[config.mk]
export PLATFORM = sky130hd
export DESIGN_NAME = message_uart_tx
export DESIGN_NICKNAME = d
export VERILOG_FILES = /design/src/rtl/uart_pkg.sv /design/src/rtl/uart_baud_tick.sv /design/src/rtl/message_uart_tx.sv
export SDC_FILE = /design/constraint.sdc
export NUM_CORES = 1
export LEC_CHECK = 0
export BUFFER_PORTS_ARGS = -buffer_cell sky130_fd_sc_hd__buf_2
export CELL_PAD_IN_SITES_DETAIL_PLACEMENT = 1
export CELL_PAD_IN_SITES_GLOBAL_PLACEMENT = 2
export CORE_AREA = 2 2 68 77
export CTS_BUF_LIST = sky130_fd_sc_hd__clkbuf_8
export CTS_CLUSTER_DIAMETER = 30
export CTS_CLUSTER_SIZE = 28
export DETAILED_ROUTE_END_ITERATION = 10
export DIE_AREA = 0 0 70 79
export GPL_TIMING_DRIVEN = 0
export PLACE_DENSITY_LB_ADDON = 0.2
export SLEW_MARGIN = 10
export SYNTH_ARGS = -nofsm -noshare
export SYNTH_HDL_FRONTEND = slang
export SYNTH_SLANG_ARGS = --single-unit
export TNS_END_PERCENT = 5
[constraint.sdc]
create_clock -name clock -period 3.11 [get_ports clock]
set_input_delay 0.4665 -clock clock [delete_from_list [all_inputs] [get_ports clock]]
set_output_delay 0.4665 -clock clock [all_outputs]
set_load 0.01 [all_outputs]
[src/rtl/uart_pkg.sv]
// Shared types and constants for the message UART transmitter.
//   tx_state_t : transmitter FSM states
//   phase_t    : which part of the output is being sent (RAM message, CR, LF)
//   CHAR_CR / CHAR_LF : line terminator bytes appended after the message
package uart_pkg;

    typedef enum logic [2:0] {
        IDLE,
        FETCH,
        LOAD,
        START_BIT,
        DATA,
        STOP_BIT,
        FINISH
    } tx_state_t;

    typedef enum logic [1:0] {
        MSG,
        CR,
        LF
    } phase_t;

    localparam logic [7:0] CHAR_CR = 8'h0D;
    localparam logic [7:0] CHAR_LF = 8'h0A;

endpackage

[src/rtl/uart_baud_tick.sv]
// Bit-period timer: a down-counter that reloads to BIT_TICKS-1 on restart
// or after reaching zero.
//   clock   : system clock
//   reset   : asynchronous, active-high
//   restart : reload the counter so a new bit period begins next cycle
//   tick    : high on the final cycle of each bit period
module uart_baud_tick #(
    parameter int BIT_TICKS = 434
) (
    input  logic clock,
    input  logic reset,
    input  logic restart,
    output logic tick
);

    localparam int CW = (BIT_TICKS > 1) ? $clog2(BIT_TICKS) : 1;

    logic [CW-1:0] count;

    always_ff @(posedge clock or posedge reset) begin
        if (reset) begin
            count <= '0;
        end else if (restart || count == '0) begin
            count <= CW'(BIT_TICKS - 1);
        end else begin
            count <= count - 1'b1;
        end
    end

    assign tick = (count == '0);

endmodule

[src/rtl/message_uart_tx.sv]
// Reads the decrypted-message RAM from address 0 upward and sends each byte
// as an 8N1 UART frame, optionally followed by CR/LF, then pulses done.
//   clock       : system clock
//   reset       : asynchronous, active-high
//   start       : begin a transmission (sampled only while idle)
//   ram_address : RAM read address (holds the last fetched index)
//   ram_q       : RAM read data, valid two edges after ram_address changes
//   tx          : registered serial output, idles high
//   busy        : transmission in progress
//   done        : one-cycle pulse after the final stop bit
module message_uart_tx
    import uart_pkg::*;
#(
    parameter int CLK_FREQ    = 50000000,
    parameter int BAUD        = 115200,
    parameter int MSG_LEN     = 32,
    parameter int ADDR_W      = 5,
    parameter int STOP_ON_NUL = 1,
    parameter int APPEND_CRLF = 1
) (
    input  logic              clock,
    input  logic              reset,
    input  logic              start,
    output logic [ADDR_W-1:0] ram_address,
    input  logic [7:0]        ram_q,
    output logic              tx,
    output logic              busy,
    output logic              done
);

    localparam int BIT_TICKS = CLK_FREQ / BAUD;
    localparam logic [ADDR_W-1:0] LAST_IDX = ADDR_W'(MSG_LEN - 1);

    tx_state_t         state, state_next;
    phase_t            phase, phase_next;
    logic [ADDR_W-1:0] idx, idx_next;
    logic [7:0]        shift_reg, shift_next;
    logic [2:0]        bit_cnt, bit_cnt_next;
    logic              tx_next;
    logic              restart;
    logic              tick;

    uart_baud_tick #(
        .BIT_TICKS(BIT_TICKS)
    ) u_baud (
        .clock  (clock),
        .reset  (reset),
        .restart(restart),
        .tick   (tick)
    );

    always_ff @(posedge clock or posedge reset) begin
        if (reset) begin
            state     <= IDLE;
            phase     <= MSG;
            idx       <= '0;
            shift_reg <= '0;
            bit_cnt   <= '0;
            tx        <= 1'b1;
        end else begin
            state     <= state_next;
            phase     <= phase_next;
            idx       <= idx_next;
            shift_reg <= shift_next;
            bit_cnt   <= bit_cnt_next;
            tx        <= tx_next;
        end
    end

    always_comb begin
        state_next   = state;
        phase_next   = phase;
        idx_next     = idx;
        shift_next   = shift_reg;
        bit_cnt_next = bit_cnt;
        restart      = 1'b0;

        case (state)
            IDLE: begin
                if (start) begin
                    state_next = FETCH;
                    phase_next = MSG;
                    idx_next   = '0;
                end
            end
            FETCH: state_next = LOAD;
            LOAD: begin
                case (phase)
                    MSG: begin
                        if (STOP_ON_NUL != 0 && ram_q == 8'h00) begin
                            if (APPEND_CRLF != 0) begin
                                phase_next = CR;
                                state_next = LOAD;
                            end else begin
                                state_next = FINISH;
                            end
                        end else begin
                            shift_next = ram_q;
                            state_next = START_BIT;
                            restart    = 1'b1;
                        end
                    end
                    CR: begin
                        shift_next = CHAR_CR;
                        state_next = START_BIT;
                        restart    = 1'b1;
                    end
                    default: begin
                        shift_next = CHAR_LF;
                        state_next = START_BIT;
                        restart    = 1'b1;
                    end
                endcase
            end
            // Later bit boundaries fall on tick, where the counter wraps
            // itself, so only entry from LOAD needs an explicit restart.
            START_BIT: begin
                if (tick) begin
                    state_next   = DATA;
                    bit_cnt_next = '0;
                end
            end
            DATA: begin
                if (tick) begin
                    shift_next   = shift_reg >> 1;
                    bit_cnt_next = bit_cnt + 3'd1;
                    if (bit_cnt == 3'd7) begin
                        state_next = STOP_BIT;
                    end
                end
            end
            STOP_BIT: begin
                if (tick) begin
                    case (phase)
                        MSG: begin
                            if (idx == LAST_IDX) begin
                                if (APPEND_CRLF != 0) begin
                                    phase_next = CR;
                                    state_next = LOAD;
                                end else begin
                                    state_next = FINISH;
                                end
                            end else begin
                                idx_next   = idx + 1'b1;
                                state_next = FETCH;
                            end
                        end
                        CR: begin
                            phase_next = LF;
                            state_next = LOAD;
                        end
                        default: state_next = FINISH;
                    endcase
                end
            end
            FINISH:  state_next = IDLE;
            default: state_next = IDLE;
        endcase

        // tx is registered from the next-state view so the line changes
        // exactly at the bit boundary with no combinational path to the pin.
        case (state_next)
            START_BIT: tx_next = 1'b0;
            DATA:      tx_next = shift_next[0];
            default:   tx_next = 1'b1;
        endcase
    end

    assign ram_address = idx;
    assign busy        = (state != IDLE) && (state != FINISH);
    assign done        = (state == FINISH);

endmodule

== After elaboration in Yosys (flattened, before gate mapping) ==
Index checks and enable logic that the tools add are counted.

* Word-level logic and storage cells: 83
* Output and inout port bits: 8
* Flip-flop bits (word level): 31

* $add $sub $neg: 3
* Equality and inequality tests: 23
* Muxes and demuxes: 34
* Reductions and logical operators: 15

{| class="wikitable"
|+ Operator list
! operator !! number
|-
| $pmux W8 S2 || 2
|-
| $mux W3 || 8
|-
| $mux W5 || 4
|-
| $pmux W3 S6 || 1
|-
| $mux W8 || 2
|-
| $ne A2 B2 Y1 const B || 8
|-
| $eq A3 B3 Y1 const B || 5
|-
| $mux W2 || 6
|-
| $ne A3 B3 Y1 const B || 4
|-
| $pmux W3 S2 || 2
|-
| $pmux W5 S2 || 1
|-
| $eq A3 B2 Y1 const B || 3
|-
| $logic_not A9 Y1 || 1
|-
| $mux W9 || 1
|-
| $sub A9 B1 Y9 const B || 1
|-
| $logic_not A8 Y1 || 1
|-
| $reduce_and A7 Y1 || 1
|-
| $pmux W2 S3 || 1
|-
| $reduce_and A3 Y1 || 2
|-
| $reduce_bool A2 Y1 || 3
|-
| $reduce_bool A3 Y1 || 2
|-
| $add A5 B1 Y5 const B || 1
|-
| $eq A5 B5 Y1 const B || 1
|-
| $reduce_and A5 Y1 || 1
|-
| 10 further kinds || 13
|}

== Depth between registers and ports, before layout ==
* Depth in word-level cells: 7
* Mapped depth: 7

== Hierarchy ==
From an unflattened synthesis, not the netlist that was laid out.

* Cell total of the unflattened synthesis: 188
* Area, all modules: 1789.2 um^2

{| class="wikitable"
|+ Modules (own cells, without submodules)
! module !! cells each !! area an instance (um^2) !! instances !! seq. area each (um^2)
|-
| message_uart_tx || 143 || 1323.8 || 1 || 551.8
|-
| uart_baud_tick || 45 || 465.4 || 1 || 225.2
|}

== Least setup slack after synthesis ==
OpenSTA, ideal clock, no wires.

* Path kind: reg-to-reg
* Start: register idx[0] (netlist: ram_address[0])
* End: register idx[2] (netlist: ram_address[2])
* Buffers on the path: 0
* Required time: 2984 ps
* Slack: 862 ps
* Library setup time: 126 ps
* Stages on the path, launching flop included: 8
* Arrival: 2122 ps
* Path through: dfrtp_1 > ha_1 > and3_1 > ha_1 > nor4b_1 > a41oi_2 > or2_4 > a221o_1

* Cells in the longest elaborated chain, start to end: 5
* Elaborated cells between the ends (all ways): 8
* Those cells by class: 1 x add/sub; 2 x eq/ne; 4 x mux; 1 x reduce/logical

{| class="wikitable"
|+ RTL lines
! item !! line !! source
|-
| start: declaration || message_uart_tx.sv:36 || <nowiki>logic [ADDR_W-1:0] idx, idx_next;</nowiki>
|-
| start signal: assignment || message_uart_tx.sv:63 || <nowiki>idx <= idx_next;</nowiki>
|-
| $add A5 B1 Y5 || message_uart_tx.sv:144 || <nowiki>idx_next = idx + 1'b1;</nowiki>
|-
| $mux W5 || message_uart_tx.sv:136 || <nowiki>if (idx == LAST_IDX) begin</nowiki>
|-
| $mux W5 || message_uart_tx.sv:134 || <nowiki>case (phase)</nowiki>
|-
| $mux W5 || message_uart_tx.sv:133 || <nowiki>if (tick) begin</nowiki>
|-
| $pmux W5 S2 || message_uart_tx.sv:78 || <nowiki>case (state)</nowiki>
|}

Parallel ways exist; a longest one is shown, timed or not. The select of a mux whose other input is x is not followed.
A chain may end at the register's enable or synchronous reset.

== Worst setup path after layout ==
* Start: register idx[0] (netlist: ram_address[0])
* End: register idx[3] (netlist: ram_address[3])

Same word-level chain as after synthesis.

==> impl_metrics.yaml <==
floorplan:
  ios: 19
  core_area_um2: 4800
  dieArea_um2: 5530
  start_util: 0.377
  row_count: 27
  die_width_um: 70
  die_h_um: 79
worst_setup_path:
  reg2regPathDepth: 7
  rrSetupSlack_ps: 740
  crit_top_cell: "ha_1"
  cp_num_buf_inv: 0
  path_class: "flop to flop"
  slowest_delay_ps: 410
  worst_ep_arrival_time_ps: 2530
  cp_cell_sequence: "ha_1, and3_1, ha_1, nor4b_1, a41oi_2, or2_4, a221o_1"
  crit_path_end_kind: "flop"
  crit_family: "simple AND/OR/NAND/NOR gates"
  critPathRequiredTime_ps: 3270
  cp.depth: 7
  slowest_stage: "dfrtp_1"
  r2r_end: "ram_address[3]$_DFFE_PP0P_"
  start_kind: "flop"
  crit_path_max_fanout: 5
  rr_startpoint: "ram_address[0]$_DFFE_PP0P_"
flow_run:
  max_cap_violations: 0
final_layout:
  nets: 226
  largest_register_ffs: 9
  final_common_cell: "dfrtp_1"
  drive_gt1_frac: 0.195
  area_delta_synth_final_pct: 14.0
  seqCellArea_um2: 777
  final_area_um2: 2060
  diodes: 0
  nFillCells: 574
  multi_input_area_um2: 945
  final_cell_mix: "dfrtp_1, nand2_1, buf_2"
cts:
  hold_buffers: 0
  cts_buffers: 5
  clock_tree.root_cell: "clkbuf_8"
  clk_latency_ps: 280
  clockBufferDepth: 2
  cts_sinks: 31
  cts_tree: "done"
  cts_resized: 0
  h-tree-depth: 2
  clk_pin_slew_worst_paths_ps: 60
  post_cts_buffers: 0
grt:
  grt_pass1_wl_mm: 7.94
  grt_max_degree: 32
  grt_antenna_before_repair: 0
  globalRouteOverflowTotal: 0
  grt_pass1_vias: 1622
  grt_usage: 0.180
synthesis:
  synth_edf_count: 0
  syn_avg_cell_area_um2: 9.83
  synth_mux_area_frac: 0.0235
  ys_warn_count: 0
  yosysSeqAreaShare: 0.429
  ys_seq_elements: 31
  synth_top_area_frac: 0.415
  async_flop_share: 1.00
  synth_largest_area_cell: "dfrtp_1"
  postSynthCellCount: 184
  syn_area_um2: 1810
  synth_top_family_by_area: "simple AND/OR/NAND/NOR gates"
  synth.distinct_cells: 53
  synth_area_leaders: "dfrtp_1, ha_1, nand2_1"
  synth_fa_ha_area_frac: 0.0415
  synthSimpleGateAreaFrac: 0.277
  synthesis.nets: 201
  synth_ff_type: "dfrtp_1"
  synth_xor_xnor_area_share: 0.0290
  synth_compound_area_frac: 0.151
drt:
  via_count: 1521
  avgRoutedWirePerCell_um: 17.3
  wl_mm: 4.64
  drt_iter0_markers: 64
  first_pass_iters: 4
  ant_nets: 0
  route.detailed.drc: 0
  viasPerCell: 5.68
sta:
  tightest_slew_ps: 704
  finalWorstSetupSlack_ps: 743
  relSlewSlack: 0.530
  fin_tns_setup_ps: 0
  period_needed_ps: 2370
  fmax_mhz: 422
  timing.final.crit_share: 0.761
  hold_violations: 0
  setup_viol: 0
  clock_skew_ps: 8.20
  maxSlewViolCount: 0
  rsz0062_at_grt: "no"
placed_design:
  dpl.hpwl_mm: 3.38
  gp_congestion: 0.791
  dp_slack_ps: 755
  postPlaceCellArea_um2: 1970
  io_buffers: 18
power_and_ir_drop:
  switchingPower_mw: 0.168
  switching_share: 0.223
  peakVddDrop_mv: 0.208
  leakage_nw: 0.894
  power_mw: 0.755
  power_density_nw_per_um2: 366
  power_frac_seq: 0.537
  p_comb_frac: 0.030
  intPower_mw: 0.587
  pwr-share-clk: 0.433
hold_path:
  hold_path_class: "input port to async pin"
outcome:
  status: "completed"
==> routing by layer <==
layer | vias to the layer above | global-route usage | wire length, um
met5 | - | 0 | 0
met4 | 0 | 0.0519 | 68
met3 | 8 | 0.0406 | 137
met2 | 23 | 0.312 | 2300
met1 | 755 | 0.226 | 2130
li1 | 735 | - | -
==> cells by family (layout without fill, tap and decap cells) <==
group / Yosys count / in the layout
buffers and inverters: 17 / 43
adders and majority gates: 6 / 6
AOI/OAI and AO/OA: 35 / 35
xor gates and xnor gates: 6 / 6
and+or+nand+nor: 85 / 85
DFF: 31 / 31
muxes: 4 / 4
==> cells in the mapped netlist (2+ instances only) <==
library cell and count:
o21ai_0 7, nor2_1 15, nor4_1 4, nor3b_1 5
nand2b_1 3, a21oi_1 3, and3_1 6, o211ai_1 4
mux2i_1 2, a211oi_1 2, nor3_1 5, dfrtp_1 30
nand2_1 20, o22ai_1 2, or4_1 2, inv_1 7
clkbuf_1 5, nand4_1 4, nand3b_1 2, buf_4 2
buf_6 2, xor2_1 2, ha_1 6, a221o_1 5
nand3_1 7, nor4b_1 2, xnor2_1 4
==> stage by stage <==
step | instances | hold WS, ps | utilization
after floorplan | 184 | 443 | -
after global placement | 260 | 482 | 0.411
after detailed placement | 260 | 495 | 0.411
after CTS | 268 | 423 | 0.430
after global routing | 268 | 338 | 0.430
final | 268 | 296 | 0.430
==> worst reg2reg max path: stages (launching register included) <==
cell and delay, ps:
dfrtp_1 410, ha_1 240, and3_1 200, ha_1 210, nor4b_1 360, a41oi_2 180
or2_4 300, a221o_1 350
==> power by group through the flow <==
stage	clock network [mW]	logic [mW]	registers, mW
6_report	0.327	0.0226	0.406
5_1_grt	0.364	0.0258	0.406
4_1_cts	0.341	0.0232	0.406
3_5_place_dp	0	0.0233	0.413
3_3_place_gp	0	0.0226	0.413
2_1_floorplan	0	0.00941	0.414
==> final cells by class <==
| type | count | share of cell area |
|---|---|---|
| multi-input cells | 136 | 0.458 |
| plain buffers | 10 | 0.0297 |
| well taps | 58 | 0.0352 |
| flip-flops and latches | 31 | 0.377 |
| repair buffers | 18 | 0.0437 |
| clock buffers | 6 | 0.0400 |
| clock inverters | 2 | 0.00424 |
| inverters | 7 | 0.0127 |
==> worst max path at each step <==
stage,start,to
floorplan,ram_address[0]$_DFFE_PP0P_,ram_address[2]$_DFFE_PP0P_
global placement,ram_address[0]$_DFFE_PP0P_,ram_address[3]$_DFFE_PP0P_
detailed placement,ram_address[0]$_DFFE_PP0P_,ram_address[2]$_DFFE_PP0P_
CTS,ram_address[0]$_DFFE_PP0P_,ram_address[3]$_DFFE_PP0P_
global route,ram_address[0]$_DFFE_PP0P_,ram_address[2]$_DFFE_PP0P_
finish,ram_address[0]$_DFFE_PP0P_,ram_address[3]$_DFFE_PP0P_
Note: power is estimated with default switching activity, not from simulation.
